**config.mk**
```make
export PLATFORM = sky130hd
export DESIGN_NAME = load_store_unit
export DESIGN_NICKNAME = d
export VERILOG_FILES = /design/src/rtl/load_store_unit.sv
export SDC_FILE = /design/constraint.sdc
export NUM_CORES = 1
export LEC_CHECK = 0
export BUFFER_PORTS_ARGS = -buffer_cell sky130_fd_sc_hd__buf_4
export CAP_MARGIN = 20
export CORE_ASPECT_RATIO = 1.1
export CORE_MARGIN = 2
export CORE_UTILIZATION = 32
export CTS_CLUSTER_DIAMETER = 50
export DETAILED_ROUTE_END_ITERATION = 7
export SYNTH_ARGS = -nofsm -noshare
export SYNTH_HDL_FRONTEND = slang
export SYNTH_SLANG_ARGS = --single-unit
```
**constraint.sdc**
```tcl
create_clock -name clk -period 2.15 [get_ports clk]
set_clock_uncertainty 0.2 [all_clocks]
set_input_delay 0.43 -clock clk [delete_from_list [all_inputs] [get_ports clk]]
set_output_delay 0.43 -clock clk [all_outputs]
set_load 0.005 [all_outputs]
```
**src/rtl/load_store_unit.sv**
```systemverilog
// Load/store unit: turns one execute-stage memory request into a word-aligned
// bus transaction with byte lanes, alignment checking and a bounded wait for mem_ready.
`timescale 1ns/1ps
module load_store_unit #(
    parameter int TIMEOUT = 16
) (
    input  logic        clk,
    input  logic        rst,
    input  logic        MemRead,
    input  logic        MemWrite,
    input  logic [1:0]  DataType,
    input  logic [31:0] Addr,
    input  logic [31:0] WriteData,
    input  logic        mem_ready,
    input  logic [31:0] mem_rdata,
    output logic        mem_req,
    output logic        mem_we,
    output logic [31:0] mem_addr,
    output logic [3:0]  mem_be,
    output logic [31:0] mem_wdata,
    output logic [31:0] ReadData,
    output logic        Stall,
    output logic        Misaligned,
    output logic        BusErr,
    output logic [1:0]  state_o
);

    localparam int CW = $clog2(TIMEOUT + 1);

    typedef enum logic [1:0] {
        IDLE = 2'd0,
        REQ  = 2'd1,
        DONE = 2'd2
    } state_t;

    state_t        state_q, state_d;
    logic [31:0]   addr_q, addr_d;
    logic [1:0]    dtype_q, dtype_d;
    logic [31:0]   wdata_q, wdata_d;
    logic          we_q, we_d;
    logic [CW-1:0] cnt_q, cnt_d;
    logic [31:0]   rdata_q, rdata_d;
    logic          misal_q, misal_d;
    logic          buserr_q, buserr_d;

    logic          req_any;
    logic          addr_bad;
    logic [3:0]    lane_be;
    logic [31:0]   lane_wdata;
    logic [31:0]   load_data;
    logic [31:0]   byte_sh;
    logic [31:0]   half_sh;

    assign req_any = MemRead | MemWrite;

    // Encoding 11 is treated as a word access everywhere.
    always_comb begin
        addr_bad = 1'b0;
        case (DataType)
            2'b01:   addr_bad = 1'b0;
            2'b10:   addr_bad = Addr[0];
            default: addr_bad = (Addr[1:0] != 2'b00);
        endcase
    end

    assign byte_sh = mem_rdata >> {addr_q[1:0], 3'b000};
    assign half_sh = mem_rdata >> {addr_q[1], 4'b0000};

    always_comb begin
        lane_be    = 4'b1111;
        lane_wdata = wdata_q;
        load_data  = mem_rdata;
        case (dtype_q)
            2'b01: begin
                lane_be    = 4'b0001 << addr_q[1:0];
                lane_wdata = {4{wdata_q[7:0]}};
                load_data  = {24'h0, byte_sh[7:0]};
            end
            2'b10: begin
                lane_be    = addr_q[1] ? 4'b1100 : 4'b0011;
                lane_wdata = {2{wdata_q[15:0]}};
                load_data  = {16'h0, half_sh[15:0]};
            end
            default: begin
                lane_be    = 4'b1111;
                lane_wdata = wdata_q;
                load_data  = mem_rdata;
            end
        endcase
    end

    always_comb begin
        state_d  = state_q;
        addr_d   = addr_q;
        dtype_d  = dtype_q;
        wdata_d  = wdata_q;
        we_d     = we_q;
        cnt_d    = cnt_q;
        rdata_d  = rdata_q;
        misal_d  = 1'b0;
        buserr_d = 1'b0;
        case (state_q)
            IDLE: begin
                if (req_any) begin
                    if (addr_bad) begin
                        state_d = DONE;
                        misal_d = 1'b1;
                    end else begin
                        state_d = REQ;
                        addr_d  = Addr;
                        dtype_d = DataType;
                        wdata_d = WriteData;
                        we_d    = MemWrite;
                        cnt_d   = '0;
                    end
                end
            end
            REQ: begin
                if (mem_ready) begin
                    state_d = DONE;
                    if (!we_q) rdata_d = load_data;
                end else if (cnt_q == CW'(TIMEOUT - 1)) begin
                    state_d  = DONE;
                    buserr_d = 1'b1;
                    rdata_d  = '0;
                end else begin
                    cnt_d = cnt_q + CW'(1);
                end
            end
            DONE:    state_d = IDLE;
            default: state_d = IDLE;
        endcase
    end

    always_ff @(posedge clk) begin
        if (!rst) begin
            state_q  <= IDLE;
            addr_q   <= '0;
            dtype_q  <= '0;
            wdata_q  <= '0;
            we_q     <= 1'b0;
            cnt_q    <= '0;
            rdata_q  <= '0;
            misal_q  <= 1'b0;
            buserr_q <= 1'b0;
        end else begin
            state_q  <= state_d;
            addr_q   <= addr_d;
            dtype_q  <= dtype_d;
            wdata_q  <= wdata_d;
            we_q     <= we_d;
            cnt_q    <= cnt_d;
            rdata_q  <= rdata_d;
            misal_q  <= misal_d;
            buserr_q <= buserr_d;
        end
    end

    // Fault flags are only ever set on the edge into DONE, so they last one cycle.
    assign mem_req    = (state_q == REQ);
    assign mem_we     = (state_q == REQ) & we_q;
    assign mem_be     = (state_q == REQ) ? lane_be : 4'b0000;
    assign mem_addr   = {addr_q[31:2], 2'b00};
    assign mem_wdata  = lane_wdata;
    assign ReadData   = rdata_q;
    assign Stall      = ((state_q == IDLE) & req_any) | (state_q == REQ);
    assign Misaligned = misal_q;
    assign BusErr     = buserr_q;
    assign state_o    = state_q;

endmodule
```
==> impl_metrics.toml, run 1 <==
[finish]
drive_gt1_frac = 0.3612
final_common_cell = "buf_4"
fin_cells = 1025
seqCellArea_um2 = 2171
syn_to_final_growth_pct = 43.12
final_cell_mix = "buf_4 (228), nand2_1 (178), dfxtp_1 (105)"
n_fill_cell = 1593
antenna_cells = 0
final_util = 0.4621
multi_input_area_um2 = 2484
stdcell_area_um2 = 7188
finalNetCount = 928

[outcome]
status = "complete, but fails checks"
violations = "negative setup slack"

[synth]
postSynthCellCount = 653
ys.warnings.count = 0
synth_edf_count = 0
netlist_top_cells_area = "dfxtp_1 (43%), nand2_1 (14%), a21oi_1 (10%)"
yosys.area.top_type_share = 0.4305
synth_area_leader_cell = "dfxtp_1"
yosys.cell_types.count = 41
ys_ff_latch = 108
avgSynthCellArea_um2 = 7.691
synth-async-reset-ratio = 0
synthFlopType = "dfxtp_1"
netlist_area_um2 = 5022
ys_seq_area_frac = 0.4305

[place]
placed_cells = 1001
place_area_um2 = 6591
place.gp.congestion = 0.8141
port_buffers = 207
place_hpwl_um = 11690

[drt]
vias_per_cell = 4.782
drc = 0
routed_wl_um = 15770
drt_iter0_drc = 247
ant_nets = 0
vias = 4902
first_pass_iters = 7
wl_per_cell_um = 15.39

[setup_path]
start_kind = "flip-flop"
rr_worst_depth = 9
path_max_fanout = 8
required_ns = 1.52
end_kind = "output pin"
crit_arrival_ns = 1.61
critical_path_class = "reg2out"

[clock_tree]
cts_htree_levels = 3
clockBufferDepth = 2
clock_latency_ns = 0.35
cts.clk_slew.worst_paths_ns = 0.07
cts.sinks = 108
cts-buffers-inserted = 9
root_buffer = "clkbuf_16"
cts_tree = "done"

[sta]
period_share = 1.044
relSlewSlack = 0.6604
setup_slack_ns = -0.09459
finalHoldViolCount = 0
slew_viol_final = 0
setup_violations = 28
rsz0062_at_grt = "yes"
worstMarginPinSlew_ns = 0.5076
fmax_ghz = 0.4455
min_period_ns = 2.245
whs_ns = 0.1185

[power]
ir_drop_uv = 329.2
leakage_nw = 2.964
p_per_area_nw_per_um2 = 739.6

[global_route]
grt_antenna_before_repair = 0
grt_max_degree = 40
grt_pass1_wl_um = 22920
grt_pass1_vias = 4278
grt-ovfl-total = 0
track_usage = 0.1770

[floorplan]
core_um2 = 15550
fp-row-count = 48
die_y_um = 135.4
start_util = 0.3229
die_area_um2 = 16710
ios = 210
die_w_um = 123.5

[hold_path]
hp-class = "in2reg"
hold_path_depth = 3

[job]
cap_violations = 0
layout make-up:
class                   instances  share of cell area
clock buffers                  12             0.03429
inverters                       9            0.005744
repair buffers                241              0.2675
multi-input cells             451              0.3455
clock inverters                 4             0.01010
well taps                     200             0.03481
flip-flops and latches        108              0.3020
cell usage after synthesis, types with 6 or more instances:
| library cell | n |
|---|---|
| o21ai_0 | 24 |
| mux2i_1 | 9 |
| nor2_1 | 25 |
| a22oi_1 | 24 |
| clkbuf_1 | 27 |
| nand3_1 | 16 |
| o2bb2ai_1 | 8 |
| buf_4 | 43 |
| nand2_1 | 186 |
| a22o_1 | 16 |
| buf_2 | 11 |
| a21oi_1 | 102 |
| inv_1 | 6 |
| dfxtp_1 | 108 |
logic make-up (layout without fill, tap and decap cells):
logic type      after synthesis  in the layout  synth area share
simple gates                247            247            0.2013
mux                           9              9           0.01794
buf+inv                      95            266            0.1059
xor+xnor                      3              3          0.005233
flops                       108            108            0.4305
compound gates              185            185            0.2260
fa+ha+maj                     5              5           0.01246
other cells                   1              2         0.0007467
per-layer routing:
| metal | wire length (um) | up-vias | track usage |
|---|---|---|---|
| met2 | 7495 | 161 | 0.2790 |
| met5 | 0 | - | 0 |
| met4 | 387 | 0 | 0.07071 |
| met3 | 1011 | 25 | 0.04377 |
| met1 | 6876 | 2213 | 0.2309 |
| li1 | - | 2503 | - |
what timing repair did:
item	CTS	global route
resized for setup	37	31
endpoints found under the setup margin	29	49
hold buffers	0	0
pin swaps	12	19
hold endpoints to repair	0	0
gates cloned	0	1
setup buffers	3	4
power by group:
part	internal [mW]	leakage [nW]	switching (mW)	total [mW]
Sequential	2.14	0.882	0.110	2.25
Clock	1.05	0.153	0.745	1.80
Combinational	0.633	1.93	0.639	1.27
worst max-delay path: stages, from the launching register on:
cell     delay [ns]
dfxtp_4        0.37
inv_2          0.05
ha_4           0.16
buf_6          0.12
buf_4          0.16
a22oi_1        0.15
o21ai_0        0.11
buf_4          0.15
final timing paths:
kind	end	from	slack, ns
worst max-delay path	mem_wdata[27]	dtype_q[1]	-0.09
worst min-delay path	addr_q[4]	Addr[4]	0.12
worst max register to register	ReadData[2]	dtype_q[1]	0.10
worst min register to register	ReadData[22]	ReadData[22]	0.25
flip-flops by register name, indices dropped and copies added, names as in the netlist:
register and flops:
ReadData 32, addr_q 32, we_q 1, BusErr 1, Misaligned 1, state_o 2, dtype_q 2, wdata_q 32
cnt_q 5
metrics by stage:
stage | TNS (ns) | total power [mW] | setup WS [ns]
after floorplan | 0 | 2.914 | 0.01502
after global placement | -2.258 | 3.428 | -0.05995
after detailed placement | -3.543 | 3.433 | -0.08266
after CTS | -2.380 | 5.298 | -0.1318
after global routing | -3.075 | 5.564 | -0.1406
final | -1.461 | 5.316 | -0.09459
Power figures use the tool's default switching activity.
==> run 2: changes to the inputs <==
- CORE_UTILIZATION: 32 -> 44
- PLACE_DENSITY: default -> 0.77
==> run 2 against run 1 <==
Against the previous run: the run still ends with negative setup slack left; global-route usage grew 5.6 points; sequential power is essentially flat; setup slack lost 0.012 ns; die area shrank 26%; utilization grew 18 points; hold slack gained 0.0083 ns; critical path type unchanged; critical endpoint is now mem_be[0]; largest cell class unchanged; highest routed layer unchanged.
==> impl_metrics.toml, run 2 (synthesis results as in run 1) <==
[drt]
vias_per_cell = 5.250
drc = 0
vias = 5098
wl_per_cell_um = 15.43
drt_iter0_drc = 326
ant_nets = 0
first_pass_iters = 7
routed_wl_um = 14980

[clock_tree]
cts.clk_slew.worst_paths_ns = 0.07
clockBufferDepth = 2
cts_tree = "done"
cts.sinks = 108
cts_htree_levels = 3
cts_hold_buf = 0
root_buffer = "clkbuf_16"
clock_latency_ns = 0.34
cts-buffers-inserted = 9

[global_route]
grt-ovfl-total = 0
grt_max_degree = 48
grt_pass1_wl_um = 23010
grt_antenna_before_repair = 0
track_usage = 0.2334
grt_pass1_vias = 4749

[finish]
drive_gt1_frac = 0.3471
finalNetCount = 927
fin_cells = 971
final_common_cell = "buf_4"
final_cell_mix = "buf_4 (228), nand2_1 (185), dfxtp_1 (105)"
multi_input_area_um2 = 2451
n_fill_cell = 964
syn_to_final_growth_pct = 40.43
seqCellArea_um2 = 2171
final_util = 0.6406
antenna_cells = 0

[floorplan]
fp-row-count = 40
ios = 210
die_w_um = 105.9
core_um2 = 11010
start_util = 0.4561
die_area_um2 = 12290
die_y_um = 116.1

[outcome]
violations = "negative setup slack"
status = "complete, but fails checks"

[sta]
relSlewSlack = 0.6383
fmax_ghz = 0.4431
finalHoldViolCount = 0
slew_viol_final = 0
worstMarginPinSlew_ns = 0.5414
setup_violations = 28
rsz0062_at_grt = "yes"
finalSetupTns_ns = -0.9362
min_period_ns = 2.257
setup_slack_ns = -0.1066
period_share = 1.050

[setup_path]
slowest_delay_ns = 0.41
path_max_fanout = 6
start_kind = "flip-flop"
critPathTopFamily = "simple AND/OR/NAND/NOR gates"
crit_arrival_ns = 1.63
critPathBufInv = 2
cpMaxStageDelayCell = "or3b_4"
required_ns = 1.52
critical_path_class = "reg2out"
path_cells = "inv_4, ha_4, or3b_4, a31oi_4, buf_6"
end_kind = "output pin"

[place]
place.gp.congestion = 0.8925
port_buffers = 207
placed_cells = 948
place_hpwl_um = 11130
dpl_worst_slack_ns = -0.06455

[power]
leakage_nw = 2.937
ir_drop_uv = 408.9
finalPower_mw = 5.098
p_per_area_nw_per_um2 = 722.8

[hold_path]
hp-class = "in2reg"

[job]
cap_violations = 0
-- run 2: cell types whose count changed in the layout (fill, tap and decap cells not counted), sizes merged --
cell    before  now
bufinv       2    1
inv          8    7
clkbuf      13   11
clkinv       2    5
-- run 2: per-layer routing --
metal,vias up,GRT usage,wire (um)
met2,206,0.3953,7297
met5,-,0,0
met4,0,0.1096,480
li1,2501,-,-
met3,32,0.03881,946
met1,2359,0.2924,6255
-- run 2: power breakdown --
part,switching [mW],total [mW],internal (mW),leakage [nW]
Clock,0.718,1.62,0.899,0.139
Combinational,0.619,1.24,0.619,1.92
Sequential,0.107,2.24,2.14,0.882
-- run 2: per-stage QoR --
stage	hold WS, ns	area, um^2
after floorplan	0.2366	5039
after global placement	0.2420	6550
after detailed placement	0.2461	6550
after global routing	0.1289	7053
final	0.1267	7053
after CTS	0.1242	6959
-- run 2: final timing paths --
check / from / slack [ns] / depth (start not counted) / end
min reg2reg: ReadData[25] / 0.25 / 2 / ReadData[25]
max reg2reg: dtype_q[0] / 0.12 / 7 / ReadData[9]
max: dtype_q[1] / -0.11 / 5 / mem_be[0]
min: WriteData[8] / 0.13 / 3 / wdata_q[8]
-- run 2: area by class of cell --
class | count | share of cell area
Tap cell | 147 | 0.02608
Sequential cell | 108 | 0.3078
Timing Repair Buffer | 240 | 0.2716
Clock inverter | 5 | 0.007451
Inverter | 9 | 0.006564
Clock buffer | 11 | 0.03300
Multi-Input combinational cell | 451 | 0.3475
-- run 2: worst min-delay path, cell delays in order --
cell	delay, ns
buf_4	0.11
nand2_1	0.05
a21oi_1	0.05
-- run 2: repair_timing --
action	in CTS	in global routing
endpoints found under the setup margin	28	54
setup buffers	2	5
gates resized for setup	30	24
pin swaps	3	15
==> run 3: changes to the inputs <==
- CORE_MARGIN: 2 -> 5
- PLACE_DENSITY: 0.77 -> 0.85
==> run 3 against run 2 <==
Against the previous run: the flow still finishes with violations (negative setup slack); power grew 0.98%; non-clock buffer count grew 3; utilization shrank 1.2 points; critical path depth is the same; die area grew 11%; highest routed layer unchanged.
==> impl_metrics.toml, run 3 (synthesis results as in run 1) <==
[outcome]
status = "complete, but fails checks"
violations = "negative setup slack"

[floorplan]
fp-row-count = 41
die_y_um = 122.1
die_area_um2 = 13650
core_um2 = 11340
start_util = 0.4430
ios = 210
die_w_um = 111.9

[clock_tree]
cts-buffers-inserted = 9
cts_htree_levels = 3
cts.sinks = 108
clockBufferDepth = 2
root_buffer = "clkbuf_16"
clock_latency_ns = 0.34
cts_tree = "done"
cts.clk_slew.worst_paths_ns = 0.07

[place]
port_buffers = 207
place_hpwl_um = 11500
placed_cells = 957
dpl_worst_slack_ns = -0.06966
place_area_um2 = 6611
place.gp.congestion = 0.8297

[power]
p_per_area_nw_per_um2 = 722.7
finalPower_mw = 5.148
ir_drop_uv = 471.4
leakage_nw = 2.956

[setup_path]
end_kind = "output pin"
cpMaxStageDelayCell = "or3b_4"
crit_arrival_ns = 1.62
start_kind = "flip-flop"
r2r_end = "ReadData[28]"
critical_path_class = "reg2out"
critPathBufInv = 2
path_max_fanout = 5
rr_worst_depth = 8
path_cells = "inv_4, ha_4, or3b_4, a31oi_4, buf_6"
rrSetupSlack_ns = 0.13
slowest_delay_ns = 0.41
r2r_start = "cnt_q[1]"
critPathTopFamily = "simple AND/OR/NAND/NOR gates"
required_ns = 1.52

[global_route]
grt_pass1_wl_um = 23760
grt_pass1_vias = 4781
grt_max_degree = 40
grt-ovfl-total = 0
track_usage = 0.2140
grt_antenna_before_repair = 0

[sta]
fmax_ghz = 0.4438
min_period_ns = 2.253
period_share = 1.048
finalHoldViolCount = 0
finalSetupTns_ns = -1.121
rsz0062_at_grt = "yes"
whs_ns = 0.1285
slew_viol_final = 0
setup_slack_ns = -0.1031
setup_violations = 27

[finish]
fin_cells = 977
stdcell_area_um2 = 7123
final_cell_mix = "buf_4 (222), nand2_1 (179), dfxtp_1 (105)"
syn_to_final_growth_pct = 41.83
antenna_cells = 0
n_fill_cell = 965
drive_gt1_frac = 0.3591
final_common_cell = "buf_4"
finalNetCount = 930
final_util = 0.6283

[hold_path]
hold_path_depth = 3
hold_start = "WriteData[13]"
min_to = "wdata_q[13]"
hp-class = "in2reg"

[drt]
drc = 0
first_pass_iters = 6
routed_wl_um = 15480
drt_iter0_drc = 409
ant_nets = 0
vias = 5072
wl_per_cell_um = 15.85
vias_per_cell = 5.191

[job]
cap_violations = 0
==> run 3: worst max path at each step <==
stage,start,end,slack (ns),cells after the start
after global placement,DataType[0],addr_q[30],-0.02,8
after floorplan,cnt_q[0],cnt_q[3],0.02,7
after global routing,dtype_q[1],mem_be[0],-0.16,5
after detailed placement,DataType[0],wdata_q[7],-0.07,8
after CTS,dtype_q[1],mem_be[0],-0.12,5
final,dtype_q[1],mem_be[0],-0.10,5
==> run 3: worst reg2reg max path, stage by stage, from the launching register on <==
cell and delay (ns):
dfxtp_1 0.35, ha_1 0.17, and3_1 0.16, ha_1 0.18
nand2b_1 0.11, a21oi_2 0.27, clkbuf_4 0.27, nand3_1 0.09
a21oi_1 0.15
==> run 3: power breakdown <==
part           total [mW]  switching, mW  leakage (nW)  internal [mW]
clock                1.61          0.712         0.139          0.898
combinational        1.30          0.640          1.94          0.657
sequential           2.24          0.104         0.882           2.14
total                5.15           1.46          2.96           3.69
==> run 3: area by class of cell <==
type / instances / area (um^2) / area share
Multi-Input combinational cell: 451 / 2465 / 0.3460
Inverter: 9 / 41.29 / 0.005797
Sequential cell: 108 / 2171 / 0.3048
Timing Repair Buffer: 243 / 1973 / 0.2770
Clock buffer: 11 / 232.7 / 0.03267
Clock inverter: 5 / 52.55 / 0.007377
Tap cell: 150 / 187.7 / 0.02635
==> run 3: routing by layer <==
layer,wire (um),track usage,part of all wire,up-vias
met5,0,0,0,-
met4,709,0.1163,0.046,0
met3,1190,0.05117,0.077,49
met2,7471,0.3561,0.48,218
met1,6113,0.2555,0.39,2302
li1,-,-,-,2503
==> run 3: what timing repair did <==
item,in CTS,in global routing
hold buffers,0,0
resized for setup,25,46
setup endpoints to repair,28,44
pin swaps,11,16
gates cloned,0,1
endpoints found under the hold margin,0,0
setup buffers,0,4
